`config.mk`:
```
export PLATFORM = sky130hd
export DESIGN_NAME = sha1_msg_schedule
export DESIGN_NICKNAME = d
export VERILOG_FILES = /design/src/rtl/sha1_msg_schedule.sv
export SDC_FILE = /design/constraint.sdc
export NUM_CORES = 2
export LEC_CHECK = 0
export ABC_AREA = 1
export BUFFER_PORTS_ARGS = -buffer_cell sky130_fd_sc_hd__buf_4
export CELL_PAD_IN_SITES_DETAIL_PLACEMENT = 2
export CELL_PAD_IN_SITES_GLOBAL_PLACEMENT = 2
export CORE_UTILIZATION = 35
export CTS_BUF_LIST = sky130_fd_sc_hd__clkbuf_2 sky130_fd_sc_hd__clkbuf_4 sky130_fd_sc_hd__clkbuf_8
export CTS_CLUSTER_DIAMETER = 120
export DETAILED_ROUTE_END_ITERATION = 8
export GPL_ROUTABILITY_DRIVEN = 0
export PLACE_DENSITY_LB_ADDON = 0.1
export SLEW_MARGIN = 20
export SYNTH_ARGS = -nofsm -noshare
export SYNTH_HDL_FRONTEND = slang
export SYNTH_SLANG_ARGS = --single-unit
```
`constraint.sdc`:
```
create_clock -name clk -period 8.27 [get_ports clk]
set_input_delay 2.481 -clock clk [delete_from_list [all_inputs] [get_ports clk]]
set_output_delay 2.481 -clock clk [all_outputs]
set_load 0.02 [all_outputs]
```
`src/rtl/sha1_msg_schedule.sv`:
```
// SHA-1 message schedule: loads 16 words, then streams W[0..NUM_ROUNDS-1] over valid/ready.
// Optional block counter output is enabled by defining SHA1_SCHED_BLKCNT_EN.

module rol_32 (
    input  logic [31:0] i_data,
    input  logic [4:0]  i_num,
    output logic [31:0] o_data
);
    logic [63:0] w_dbl;

    // Upper half of the doubled word shifted left is the rotate result.
    assign w_dbl  = {i_data, i_data} << i_num;
    assign o_data = w_dbl[63:32];
endmodule

module sha1_msg_schedule #(
    parameter int NUM_ROUNDS = 80
) (
    input  logic        clk,
    input  logic        rst_n,
    input  logic        abort,
    input  logic        in_valid,
    output logic        in_ready,
    input  logic [31:0] in_word,
    output logic        w_valid,
    input  logic        w_ready,
    output logic [31:0] w_data,
    output logic [6:0]  w_idx,
`ifdef SHA1_SCHED_BLKCNT_EN
    output logic [31:0] blk_cnt,
`endif
    output logic        w_last
);
    typedef enum logic {S_LOAD, S_EMIT} state_t;

    localparam logic [6:0] LAST_T = 7'(NUM_ROUNDS - 1);

    state_t            r_state;
    logic [3:0]        r_ld_cnt;
    logic [6:0]        r_t;
    logic [15:0][31:0] r_buf;

    logic [31:0] w_xor;
    logic [31:0] w_rol;
    logic [31:0] w_word;
    logic        w_expand;
    logic        w_emit;
    logic        w_is_last;
    logic        w_out_hs;

    assign w_emit    = (r_state == S_EMIT);
    assign w_expand  = (r_t >= 7'd16);
    assign w_is_last = (r_t == LAST_T);
    assign w_out_hs  = w_emit && w_ready && !abort;

    // The slot for t holds W[t-16]; the other taps are offsets modulo 16.
    assign w_xor = r_buf[r_t[3:0] - 4'd3] ^ r_buf[r_t[3:0] - 4'd8]
                 ^ r_buf[r_t[3:0] - 4'd14] ^ r_buf[r_t[3:0]];

    rol_32 u_rol (
        .i_data (w_xor),
        .i_num  (5'd1),
        .o_data (w_rol)
    );

    assign w_word   = w_expand ? w_rol : r_buf[r_t[3:0]];
    assign in_ready = !w_emit;
    assign w_valid  = w_emit;
    assign w_data   = w_emit ? w_word : 32'd0;
    assign w_idx    = w_emit ? r_t : 7'd0;
    assign w_last   = w_emit && w_is_last;

    always_ff @(posedge clk or negedge rst_n) begin
        if (!rst_n) begin
            r_state  <= S_LOAD;
            r_ld_cnt <= 4'd0;
            r_t      <= 7'd0;
            r_buf    <= '0;
        end else if (abort) begin
            r_state  <= S_LOAD;
            r_ld_cnt <= 4'd0;
            r_t      <= 7'd0;
        end else begin
            case (r_state)
                S_LOAD: begin
                    if (in_valid) begin
                        r_buf[r_ld_cnt] <= in_word;
                        r_ld_cnt        <= r_ld_cnt + 4'd1;
                        if (r_ld_cnt == 4'd15) begin
                            r_state <= S_EMIT;
                            r_t     <= 7'd0;
                        end
                    end
                end
                S_EMIT: begin
                    if (w_ready) begin
                        if (w_expand)
                            r_buf[r_t[3:0]] <= w_rol;
                        if (w_is_last) begin
                            r_state <= S_LOAD;
                            r_t     <= 7'd0;
                        end else begin
                            r_t <= r_t + 7'd1;
                        end
                    end
                end
                default: r_state <= S_LOAD;
            endcase
        end
    end

`ifdef SHA1_SCHED_BLKCNT_EN
    logic [31:0] r_blk_cnt;

    // Survives abort; only a completed final handshake counts a block.
    always_ff @(posedge clk or negedge rst_n) begin
        if (!rst_n)
            r_blk_cnt <= 32'd0;
        else if (w_out_hs && w_is_last)
            r_blk_cnt <= r_blk_cnt + 32'd1;
    end

    assign blk_cnt = r_blk_cnt;
`endif
endmodule
```
### After elaboration in Yosys (flattened, before gate mapping)

Cells that the tools add are included.

* input port bits: 37
* logic and storage cells: 90
* flip-flop bits (word level): 524

* $lt $le $gt $ge: 8
* add/sub/neg operators: 5
* bitwise gates (word level): 5
* equal/unequal tests: 9
* reduce and logical (&&, ||, !) cells: 8
* muxes and demuxes: 36

Operators by type and width (count)
* 512-bit two-way mux: 3
* 512-bit bitwise mux: 2
* 512-bit one-hot mux with 2 select lines: 1
* 32-bit binary-select mux with 4-bit select: 4
* 32-bit demux with 4-bit select: 2
* 32-bit two-way mux: 8
* 32-bit XOR: 3
* 7-bit two-way mux: 6
* 4-bit by 5-bit < comparator with 1-bit output, second input constant: 5
* 7-bit one-hot mux with 2 select lines: 1
* 4-bit two-way mux: 3
* 3-bit inequality test, second input constant: 3
* 4-bit by 1-bit >= comparator with 1-bit output, second input constant: 2
* 4-bit subtractor, second input constant: 2
* 7-bit by 1-bit adder with 7-bit output, second input constant: 1
* 7-bit == test, second input constant: 1
* 7-bit by 5-bit >= comparator with 1-bit output, second input constant: 1
* 2-bit inequality test, second input constant: 3
* 1-bit two-way mux: 5
* 4-bit by 1-bit adder with 4-bit output, second input constant: 1
* 4-bit == test, second input constant: 1
* 4-bit AND reduction: 1
* 4-bit by 2-bit subtractor with 4-bit output, second input constant: 1
* 1-bit logical AND: 3
* 7 further kinds: 8

### Logic depth before layout (Yosys ltp)

* word-level depth: 10
* gate-level depth with buffers: 22
* gate-level depth less buffers: 16

### Modules after synthesis

A second synthesis with hierarchy kept.

* cell total of the unflattened synthesis: 6503
* area, all modules: 41792.6 µm²

By module, submodules not included
* sha1_msg_schedule: cells an instance 6111, times used 1, seq. area each 13112.6 µm², area each 39208.9 µm²
* rol_32: cells an instance 392, times used 1, seq. area each 0.0 µm², area each 2583.7 µm²

### Worst setup path after synthesis

OpenSTA, ideal clock, no wires.

* kind: reg2out
* from: register r_t[0]
* to: output port w_data[9]
* path slack: 2671 ps
* path buffers: 9
* arrival: 3118 ps
* cell stages (with the launch flop): 21
* cells stage by stage: dfrtp_1 -> buf_6 -> inv_4 -> buf_6 -> buf_6 -> buf_6 -> buf_2 -> ha_1 -> clkbuf_1 -> inv_2 -> buf_2 -> clkbuf_1 -> o21ai_0 -> o211ai_1 -> nand3_1 -> nand2_1 -> nand3b_4 -> nand2_4 -> buf_4 -> nand2_1 -> o21ai_0

* cells in the longest elaborated chain, start to end: 8
* elaborated cells between the ends (all ways): 17

Ends and longest elaborated chain
* start: declaration: line 40 `logic [6:0] r_t;`
* start signal: assignment: line 103 `r_t <= r_t + 7'd1;`
* 4-bit by 2-bit subtractor with 4-bit output or 4-bit subtractor (tied branches): line 57 `assign w_xor = r_buf[r_t[3:0] - 4'd3] ^ r_buf[r_t[3:0] - 4'd8]`
* 32-bit binary-select mux with 4-bit select: line 57
* 32-bit two-way mux (implied by the code): line 57
* 32-bit XOR: line 57
* 32-bit XOR (2 in a row): line 58 `^ r_buf[r_t[3:0] - 4'd14] ^ r_buf[r_t[3:0]];`
* 32-bit two-way mux *: line 66 `assign w_word = w_expand ? w_rol : r_buf[r_t[3:0]];`
* 32-bit two-way mux *: line 69 `assign w_data = w_emit ? w_word : 32'd0;`
* end: declaration: line 27 `output logic [31:0] w_data,`

Every way passes the cells marked *; elsewhere a longest branch is shown, timed or not. The select of a mux whose other input is x is not followed.

### Worst setup path after layout

* from: register r_t[1]
* to: output port w_data[1]

Same word-level chain as after synthesis.

==> metrics.csv <==
metric,value,unit
Die X,340,um
area of the mapped netlist,0.0399,sq mm
initial antenna violation count,9,
setup ws final,0.645,ns
clock slew at reported path FFs,0.06,ns
# port buffers,78,
nets@finish,6262,
Die Y,340,um
Die ar.,0.115,sq mm
Tmin final,7.62,ns
final setup violation count,0,
GRT Total Usage,0.424,
clk sinks,524,
Worst Path Max Fanout,61,
crit share post-route,0.922,
via count,50400,
CTS tree,done,
vias in the first global route,52100,
Syn. warnings,0,
Setup CP Type,reg -> out,
Critical Path Source Type,register,
Leak,19.5,nW
"commonest non-fill, non-tap cell in the layout",nand2_1,
wire per inst,32.1,um
Final Max Tran Viols,0,
total power,10.5,mW
Post-CTS Setup Inserts,0,
Syn Area/Cell,6.21,sq um
I/O Pins,79,
synthesized flop and latch total,524,
Worst Tran Pin Value,1.29,ns
Synth top area share,0.328,
post-synthesis instance total,6433,
clock tree buffer depth,3,
CP arrival,5.14,ns
DRC errors left,0,
post-cts resize count,0,
CTS root buf,clkbuf_8,
Hold Slack,0.536,ns
synth unique cells,32,
placed inst area,0.0413,sq mm
skew final,0.0345,ns
Skew-Pair Late Insertion Delay,0.88,ns
CTS buffer count,108,
syn nets,6480,
Vias/cell,6.45,
share of post-route cells with drive strength above 1,0.0924,
Final Hold Viols,0,
most frequent cells in the layout,"1542 x nand2_1, 1063 x a21oi_1, 1045 x nand3_1, 941 x nor2_1, 519 x dfrtp_1",
worst min path class,reg -> reg,
CP Capture Type,output port,
design area,0.0437,sq mm
Rel. slew slack,0.142,
status,"finished, final reports clean",
1st-iter DRT viols,4929,
Post-CTS Hold Buffers,0,
Post-DRT Antenna Nets,0,
Worst Path Required,5.79,ns
Max IR drop VDD,0.145,mV
first-pass GRT wire length,361,mm
area delta synth->final,9.41,%
largest net degree at the start of global routing,205,
PwrDens,241,mW/mm^2
Rows,123,
grt total ovfl,0,
sequential-to-total area share from yosys stat,0.328,
drt pass-1 iters,6,
HPWL Detailed,136,mm
"slowest stage delay, CP",0.68,ns
H-tree depth,3,
Total Wirelength,251,mm
setup TNS,0,ns
RSZ-0062 raised after global routing,no,
Max Freq,131,MHz
# Max-Cap Violations,0,
"area leader, netlist",dfrtp_1,
core box area,0.113,sq mm
top area cells in the synthesized netlist,"dfrtp_1 33%, nand2_1 15%, a21oi_1 13%",
CP Cell Sequence,inv_8 > ha_4 > inv_6 > o21ai_0 > o211ai_1 > nand3_1 > nand2_1 > nand3_2 > nand3_1 > o21ai_0 > buf_4,
Worst path slowest cell,dfrtp_4,
pre-CTS setup slack,1.57,ns
initial core utilization,0.354,
==> critical path, delay by kind of cell, from the launching register on <==
kind            cells  cell delay (ns)
buf+inv             3             1.29
flops               1             0.68
simple gates        4             0.87
compound gates      3             0.99
fa+ha+maj           1             0.40
==> final timing paths <==
| path | cells past startpoint | start | endpoint | slack, ns |
|---|---|---|---|---|
| min in group asynchronous | 1 | rst_n | r_ld_cnt[2] | 1.51 |
| max in group asynchronous | 2 | rst_n | r_buf[374] | 5.45 |
| max | 11 | r_t[1] | w_data[1] | 0.65 |
| min | 2 | r_buf[222] | r_buf[222] | 0.54 |
| min reg2reg | 2 | r_buf[222] | r_buf[222] | 0.54 |
| max reg2reg | 11 | w_valid | r_buf[307] | 2.82 |
==> metrics by stage <==
step / cells / utilization
floorplan: 6433 / -
global placement: 7604 / 0.366
detailed placement: 7605 / 0.366
CTS: 7799 / 0.387
global route: 7803 / 0.387
finish: 7806 / 0.387
==> sequential cells by signal (all words and copies together), names as in the netlist <==
name and flops:
r_t 7, w_valid 1, r_buf 512, r_ld_cnt 4
==> metal layers <==
layer | vias to the layer above | wire length, um | track usage
met1 | 25900 | 101000 | 0.534
met2 | 2582 | 110000 | 0.663
li1 | 21000 | - | -
met3 | 898 | 21600 | 0.0889
met5 | - | 10 | 0
met4 | 2 | 17900 | 0.264
==> where the power goes <==
part           total [mW]  internal, mW  switching (mW)
sequential           3.47          3.04           0.435
combinational        3.93          1.05            2.89
clock                3.13          1.68            1.45
==> synthesized netlist by cell type, drive strengths merged <==
master	count
nor2	1005
o21ai	329
nand3b	18
dfrtp	524
and2	9
a2111oi	1
inv	177
a22oi	1
ha	10
clkbuf	282
nand2	1577
buf	264
nor3	4
a21oi	1064
nand3	1058
o22ai	3
nor4	1
xor2	2
nand4	23
o211ai	81
==> cell type report <==
class                           instances  area [sq um]
Clock inverter                         16           109
Timing Repair Buffer                  218          1770
Sequential cell                       524         13100
Multi-Input combinational cell       5186         23900
Inverter                              177           704
Clock buffer                          178          2210
Fill cell                           13900         69100
Tap cell                             1500          1880
Antenna cell                            7          17.5
==> cell families (layout without fill, tap and decap cells) <==
family / count (synthesis) / in the layout / share of synthesized area
buffers and inverters: 723 / 589 / 0.0858
DFF: 524 / 524 / 0.328
adders and majority gates: 10 / 10 / 0.00313
AOI/OAI and AO/OA: 1479 / 1479 / 0.191
xor gates and xnor gates: 2 / 2 / 0.000439
other: 0 / 7 / 0
and+or+nand+nor: 3695 / 3695 / 0.391
Note: power is estimated with default switching activity, not from simulation.
